**src/rtl/acc_control.sv**
```systemverilog
// Multi-cycle accumulator-machine controller: a registered state sequencer with
// all selects and strobes decoded from the state register, opcode and handshakes.
module acc_control (
  input  logic       CLK,
  input  logic       reset_n,
  input  logic [3:0] Opcode,
  input  logic       Zero,
  input  logic       mem_ready,
  output logic [2:0] SrcA,
  output logic [3:0] SrcB,
  output logic [2:0] ALUOP,
  output logic       PCWrite,
  output logic       PCSrc,
  output logic       IRWrite,
  output logic       MDRWrite,
  output logic       ACCWrite,
  output logic       MemRead,
  output logic       MemWrite,
  output logic       IorD,
  output logic       Halted,
  output logic [2:0] State
);

  // State encodings (visible on State for debug).
  localparam logic [2:0] S_FETCH  = 3'd0;
  localparam logic [2:0] S_DECODE = 3'd1;
  localparam logic [2:0] S_EXEC   = 3'd2;
  localparam logic [2:0] S_MEMRD  = 3'd3;
  localparam logic [2:0] S_MEMWR  = 3'd4;
  localparam logic [2:0] S_WB     = 3'd5;
  localparam logic [2:0] S_HALT   = 3'd6;

  localparam logic [3:0] OP_LDI  = 4'h0;
  localparam logic [3:0] OP_ADDI = 4'h1;
  localparam logic [3:0] OP_LD   = 4'h2;
  localparam logic [3:0] OP_ST   = 4'h3;
  localparam logic [3:0] OP_ADD  = 4'h4;
  localparam logic [3:0] OP_SUB  = 4'h5;
  localparam logic [3:0] OP_AND  = 4'h6;
  localparam logic [3:0] OP_OR   = 4'h7;
  localparam logic [3:0] OP_BEQZ = 4'h8;
  localparam logic [3:0] OP_JMP  = 4'h9;
  localparam logic [3:0] OP_HALT = 4'hF;

  localparam logic [2:0] A_PC  = 3'd0;
  localparam logic [2:0] A_ACC = 3'd1;

  localparam logic [3:0] B_TWO = 4'd0;
  localparam logic [3:0] B_SE  = 4'd1;
  localparam logic [3:0] B_MDR = 4'd2;
  localparam logic [3:0] B_ZE  = 4'd3;
  localparam logic [3:0] B_SL1 = 4'd4;

  localparam logic [2:0] ALU_ADD   = 3'd0;
  localparam logic [2:0] ALU_SUB   = 3'd1;
  localparam logic [2:0] ALU_AND   = 3'd2;
  localparam logic [2:0] ALU_OR    = 3'd3;
  localparam logic [2:0] ALU_PASSA = 3'd4;
  localparam logic [2:0] ALU_PASSB = 3'd5;

  logic [2:0] state_q, state_d;

  // Ungated decode of the current state; forced to zero below while in reset.
  logic [2:0] srca_c;
  logic [3:0] srcb_c;
  logic [2:0] aluop_c;
  logic       pcwrite_c, pcsrc_c, irwrite_c, mdrwrite_c, accwrite_c;
  logic       memread_c, memwrite_c, iord_c, halted_c;

  // NOTE: non-blocking assignment keeps every register update race-free
  // relative to other clocked blocks sampling state_q on the same edge.
  always_ff @(posedge CLK or negedge reset_n) begin
    if (!reset_n) state_q <= S_FETCH;
    else          state_q <= state_d;
  end

  // NOTE: state_d gets a default before the case so no path infers a latch.
  always_comb begin
    state_d = S_FETCH;
    unique case (state_q)
      S_FETCH:  state_d = mem_ready ? S_DECODE : S_FETCH;
      S_DECODE: begin
        unique case (Opcode)
          OP_HALT:                         state_d = S_HALT;
          OP_LD, OP_ADD, OP_SUB,
          OP_AND, OP_OR:                   state_d = S_MEMRD;
          OP_ST:                           state_d = S_MEMWR;
          OP_LDI, OP_ADDI, OP_BEQZ, OP_JMP: state_d = S_EXEC;
          default:                         state_d = S_FETCH;
        endcase
      end
      S_EXEC:   state_d = S_FETCH;
      S_MEMRD:  state_d = mem_ready ? S_WB : S_MEMRD;
      S_MEMWR:  state_d = mem_ready ? S_FETCH : S_MEMWR;
      S_WB:     state_d = S_FETCH;
      S_HALT:   state_d = S_HALT;
      default:  state_d = S_FETCH;
    endcase
  end

  always_comb begin
    srca_c     = A_PC;
    srcb_c     = B_TWO;
    aluop_c    = ALU_ADD;
    pcwrite_c  = 1'b0;
    pcsrc_c    = 1'b0;
    irwrite_c  = 1'b0;
    mdrwrite_c = 1'b0;
    accwrite_c = 1'b0;
    memread_c  = 1'b0;
    memwrite_c = 1'b0;
    iord_c     = 1'b0;
    halted_c   = 1'b0;
    unique case (state_q)
      S_FETCH: begin
        memread_c = 1'b1;
        irwrite_c = mem_ready;
        pcwrite_c = mem_ready;
      end
      S_DECODE: srcb_c = B_SL1;  // branch target precomputed into aluOut
      S_EXEC: begin
        unique case (Opcode)
          OP_LDI: begin
            srcb_c     = B_ZE;
            aluop_c    = ALU_PASSB;
            accwrite_c = 1'b1;
          end
          OP_ADDI: begin
            srca_c     = A_ACC;
            srcb_c     = B_SE;
            accwrite_c = 1'b1;
          end
          OP_BEQZ: begin
            srca_c    = A_ACC;
            aluop_c   = ALU_PASSA;
            pcsrc_c   = 1'b1;
            pcwrite_c = Zero;
          end
          OP_JMP: begin
            pcsrc_c   = 1'b1;
            pcwrite_c = 1'b1;
          end
          default: ;
        endcase
      end
      S_MEMRD: begin
        memread_c  = 1'b1;
        iord_c     = 1'b1;
        mdrwrite_c = mem_ready;
      end
      S_MEMWR: begin
        memwrite_c = 1'b1;
        iord_c     = 1'b1;
      end
      S_WB: begin
        srca_c     = A_ACC;
        srcb_c     = B_MDR;
        accwrite_c = 1'b1;
        unique case (Opcode)
          OP_LD:   aluop_c = ALU_PASSB;
          OP_SUB:  aluop_c = ALU_SUB;
          OP_AND:  aluop_c = ALU_AND;
          OP_OR:   aluop_c = ALU_OR;
          default: aluop_c = ALU_ADD;
        endcase
      end
      S_HALT:  halted_c = 1'b1;
      default: ;
    endcase
  end

  // NOTE: FETCH decodes to MemRead=1, so the outputs are gated with reset_n to
  // drop every strobe the instant reset asserts, aborting any memory access.
  always_comb begin
    SrcA     = reset_n ? srca_c     : 3'd0;
    SrcB     = reset_n ? srcb_c     : 4'd0;
    ALUOP    = reset_n ? aluop_c    : 3'd0;
    PCWrite  = reset_n & pcwrite_c;
    PCSrc    = reset_n & pcsrc_c;
    IRWrite  = reset_n & irwrite_c;
    MDRWrite = reset_n & mdrwrite_c;
    ACCWrite = reset_n & accwrite_c;
    MemRead  = reset_n & memread_c;
    MemWrite = reset_n & memwrite_c;
    IorD     = reset_n & iord_c;
    Halted   = reset_n & halted_c;
    State    = state_q;
  end

  a_mem_excl: assert property (@(posedge CLK) disable iff (!reset_n)
    !(MemRead && MemWrite));

  a_halt_sticky: assert property (@(posedge CLK) disable iff (!reset_n)
    (state_q == S_HALT) |=> (state_q == S_HALT));

  a_illegal_recovers: assert property (@(posedge CLK) disable iff (!reset_n)
    (state_q == 3'd7) |=> (state_q == S_FETCH));

endmodule
```
**config.mk**
```make
export PLATFORM = sky130hd
export DESIGN_NAME = acc_control
export DESIGN_NICKNAME = d
export VERILOG_FILES = /design/src/rtl/acc_control.sv
export SDC_FILE = /design/constraint.sdc
export NUM_CORES = 1
export LEC_CHECK = 0
export CAP_MARGIN = 20
export CORE_MARGIN = 5
export CORE_UTILIZATION = 40
export DETAILED_ROUTE_END_ITERATION = 8
export PLACE_DENSITY = 0.84
export REMOVE_ABC_BUFFERS = 1
export SLEW_MARGIN = 25
export SYNTH_ARGS = -nofsm -noshare
export SYNTH_HDL_FRONTEND = slang
export SYNTH_SLANG_ARGS = --single-unit
```
**constraint.sdc**
```tcl
create_clock -name CLK -period 2.7 [get_ports CLK]
set_input_delay 0.675 -clock CLK [delete_from_list [all_inputs] [get_ports CLK]]
set_output_delay 0.675 -clock CLK [all_outputs]
set_load 0.05 [all_outputs]
```
==> results.md <==
- The run finished, with violations left.
- The final reports fail on negative setup slack.
- In the detailed route, the total length drawn on met3 is 202 um.
- The worst path required time is roughly 2.0 ns.
- The number of filler instances in the final layout is 72.
- Combinational logic burns between 70% and 80% of the power.
- The HPWL after detailed placement is between 1500 and 2000 um.
- The area of the core is around 0.0013 sq mm.
- The analysis attributes to cell leakage a power of around 0.46 nW.
- The total area of multi-input combinational cells is ~450 sq um.
- Before antenna repair, the detailed router went through 5 iterations.
- The maximum clock skew at final layout is between 0.0006 and 0.0007 ns.
- The number of port buffers is 26.
- The design internal power is around 0.00038 W.
- The number of nets in the finished design is between 100 and 150.
- The total power per unit cell area is about 750 mW/mm^2.
- The top cell types in the final layout, fill and taps aside, are sky130_fd_sc_hd__buf_12, sky130_fd_sc_hd__buf_4, sky130_fd_sc_hd__nand2_1.
- For this design the total switching power over the nets is around 0.00045 W.
- The die outline width is 46.3 um.
- The post-synthesis to final-layout area growth is 109%.
- In this run, distinct cell masters in the synthesized netlist total 36.
- The critical setup path kind is input port to primary output.
- The antenna diode count is 0.
- The share of final-layout standard cells stronger than drive strength 1 is about two fifths.
- Summing all non-filler instances in the final layout gives an area of roughly 0.0011 sq mm.
- The clock net sink count is 3.
- Measured against its own limit, the worst slew margin works out to roughly 67%.
- The first global-routing pass estimated 3640 um of wire.
- The category of the worst setup path capture point is a primary output.
- Entering global routing, the biggest net connects 11 pins.
- The pre-CTS worst setup slack is -0.286 ns.
- In this run, CTS created clock tree buffers numbering 3.
- The number of warnings issued by yosys is 0.
- The average cell area after synthesis is 6.75 sq um.
- Net switching is 54.2% of the power.
- The setup slack of the worst register-to-register path is ~1.2 ns.
- After floorplanning, the core was divided into 13 placement rows.
- The sequential share of the synthesized area is roughly 14%.
- The final routed DRC violation total is 0.
- The maximum number of buffers from clock root to sink is 2.
- The min-delay analysis places its worst path in the category input port to asynchronous set/reset pin.
- In the synthesized netlist the dominant register cell turns out to be sky130_fd_sc_hd__dfrtp_1.
- The number of top-level design ports is 30.
- The buffer cell driving the clock tree root is sky130_fd_sc_hd__clkbuf_4.
- The die footprint is roughly 0.0021 sq mm.
- The synthesized flop and latch total is 3.
- The highest metal layer carrying signal wires in the routed design is met4.
- The setup violation total in the final timing report is 1.
- Global routing finished with a remaining overflow of 0.
- The number of global-route vias before repair is 762.
- The sequential share of power is approximately an eighth.
- The register with the most flip-flops in the layout has 3 of them.
- The count of max-cap constraint violations is 0.
- The end of the worst register-to-register path is State[0].
- The number of antenna violations at the first check in global routing is 0.
- The number of cells on the worst reg-to-reg path is 5.
- After detailed routing, the wire length on met1 is about 1000 um.
- The final critical path time including I/O delays and setup is around 2.7 ns.
- Data on the critical path arrives at its endpoint at just over 2 ns.
- After detailed placement, the total cell area comes to 0.00102 sq mm.
- Leaving out fill and tap cells, the most frequent cell in the layout is sky130_fd_sc_hd__buf_12.
- The number of flops mapped to enable cells by yosys is 0.
- The clock network power share is about a tenth.
- The maximum clock frequency is roughly 370 MHz.
- The final weighted congestion in routability-driven placement is between 0.8 and 0.9.
- The final hold violation count was 0.
- Along the worst path, the maximum fanout reaches 6.
- The wire length reported by the detailed router is approximately 2500 um.
- CTS built an H-tree with a depth of 1.
- The number of setup buffers added after CTS is 0.
- After synthesis, the share of flip-flops with an asynchronous set or reset is 100%.
- The first routing iteration left 22 violations.
- The sequential cells in the finished layout cover a total of ~75 sq um.
- The height of the die is about 46 um.
- The wire length on met2 is roughly 1200 um.
- The number of instances in the synthesized netlist is a little under 80.
- The ratio of final minimum period to clock period is 100%.
- The clock-pin slew on the worst setup and hold paths is 0.04 ns.
- The worst setup path is launched from an input port.
- The initial utilization of the core area, before any placement, comes to between 40% and 50%.
- TritonCTS built the clock tree.
- On the final layout, the worst hold slack is between 0.6 and 0.7 ns.
- The worst register-to-register path begins at State[0].
- At the pin with the least slew margin, the transition time is 0.500 ns.
- The final number of max-transition violations is 0.
- In the routed layout, each cell is associated on average with a via count of 6.08.
- The combined area of all synthesized cells is 527 sq um.
- The overall via count from detail_route is between 700 and 800.
- The total routing resource utilization after global routing is a little under a quarter.
- IR analysis of the VDD net gives a maximum drop of 0.000375 V.
- The post-route antenna net violation count is 0.
- The least setup slack across all paths after layout is -0.00367 ns.
- The number of buffers added to fix hold violations after cts is 0.
- In the final routed layout, each cell accounts on average for 19.7 um.
- The later pin in the worst-skew pair is clocked with a latency of about 0.25 ns.
==> power groups by stage <==
stage / logic [W] / clock network, W / registers, W
after detailed placement: 0.000618 / 0 / 0.0000949
after global routing: 0.000679 / 0.0000884 / 0.000104
after global placement: 0.000596 / 0 / 0.0000944
after floorplan: 0.000265 / 0 / 0.000168
final: 0.000644 / 0.0000860 / 0.000101
after CTS: 0.000630 / 0.0000867 / 0.0000990
==> synth_stat cells, types with 2 or more instances <==
cell type,instances,share of area (%)
sky130_fd_sc_hd__a21oi_1,6,5.7
sky130_fd_sc_hd__buf_2,5,4.7
sky130_fd_sc_hd__buf_4,3,4.3
sky130_fd_sc_hd__dfrtp_1,3,14
sky130_fd_sc_hd__inv_1,5,3.6
sky130_fd_sc_hd__nand2_1,8,5.7
sky130_fd_sc_hd__nand2b_1,2,2.4
sky130_fd_sc_hd__nor2_1,8,5.7
sky130_fd_sc_hd__nor2b_1,5,5.9
sky130_fd_sc_hd__nor3b_1,2,2.8
sky130_fd_sc_hd__o211ai_1,2,2.8
sky130_fd_sc_hd__o21ai_1,4,3.8
sky130_fd_sc_hd__xnor2_1,2,3.3
==> area by class of cell <==
cell class / instances / area share, %
Multi-Input combinational cell: 62 / 40.7
Sequential cell: 3 / 6.82
Inverter: 6 / 2.05
Tap cell: 15 / 1.70
Clock buffer: 4 / 2.39
Timing Repair Buffer: 39 / 46.4
==> critical path, cell delays in order <==
cell and delay (ns):
sky130_fd_sc_hd__clkdlybuf4s50_1 0.47, sky130_fd_sc_hd__buf_4 0.18, sky130_fd_sc_hd__buf_4 0.17, sky130_fd_sc_hd__xnor2_2 0.16, sky130_fd_sc_hd__o21ai_4 0.20, sky130_fd_sc_hd__buf_12 0.16
==> logic make-up (layout without fill, tap and decap cells) <==
family                   Yosys count  count (layout)  synth area share, %
buffers and inverters             15              49                 14.0
adder cells (fa/ha/maj)            1               1                 2.37
multiplexers                       1               1                 1.90
AND/OR/NAND/NOR                   37              37                 42.5
other                              1               3                0.712
AO/OA/AOI/OAI                     18              18                 20.9
flip-flops                         3               3                 14.3
XOR/XNOR                           2               2                 3.33
==> worst max path at each step <==
stage	start	to	slack (ns)	cells past startpoint
final	Opcode[3]	SrcA[0]	-0.004	6
after global routing	Opcode[3]	SrcA[0]	-0.02	6
after CTS	Opcode[1]	ALUOP[0]	0.008	5
after detailed placement	Opcode[1]	ALUOP[0]	-0.29	5
after global placement	Opcode[1]	ALUOP[0]	-0.22	5
after floorplan	State[2]	ALUOP[1]	-0.72	2
==> per-stage QoR <==
stage	setup TNS (ns)	cells	util, %	power (W)
final	-0.00367	129	86.8	0.000831
after global routing	-0.0210	129	86.8	0.000872
after CTS	0	129	85.8	0.000816
after detailed placement	-1.78	125	80.4	0.000713
after global placement	-1.30	125	80.4	0.000690
after floorplan	-1.19	71	-	0.000433
==> metal layers <==
| metal | GRT usage (%) | up-vias |
|---|---|---|
| li1 | - | 339 |
| met1 | 27.1 | 385 |
| met2 | 41.5 | 50 |
| met3 | 5.47 | 10 |
| met4 | 10.2 | 0 |
| met5 | 0 | - |
==> what timing repair did <==
item / CTS / global route
resized for setup: 12 / 5
pin swaps: 2 / 3
setup endpoints to repair: 9 / 3
(Power assumes the default switching activity.)
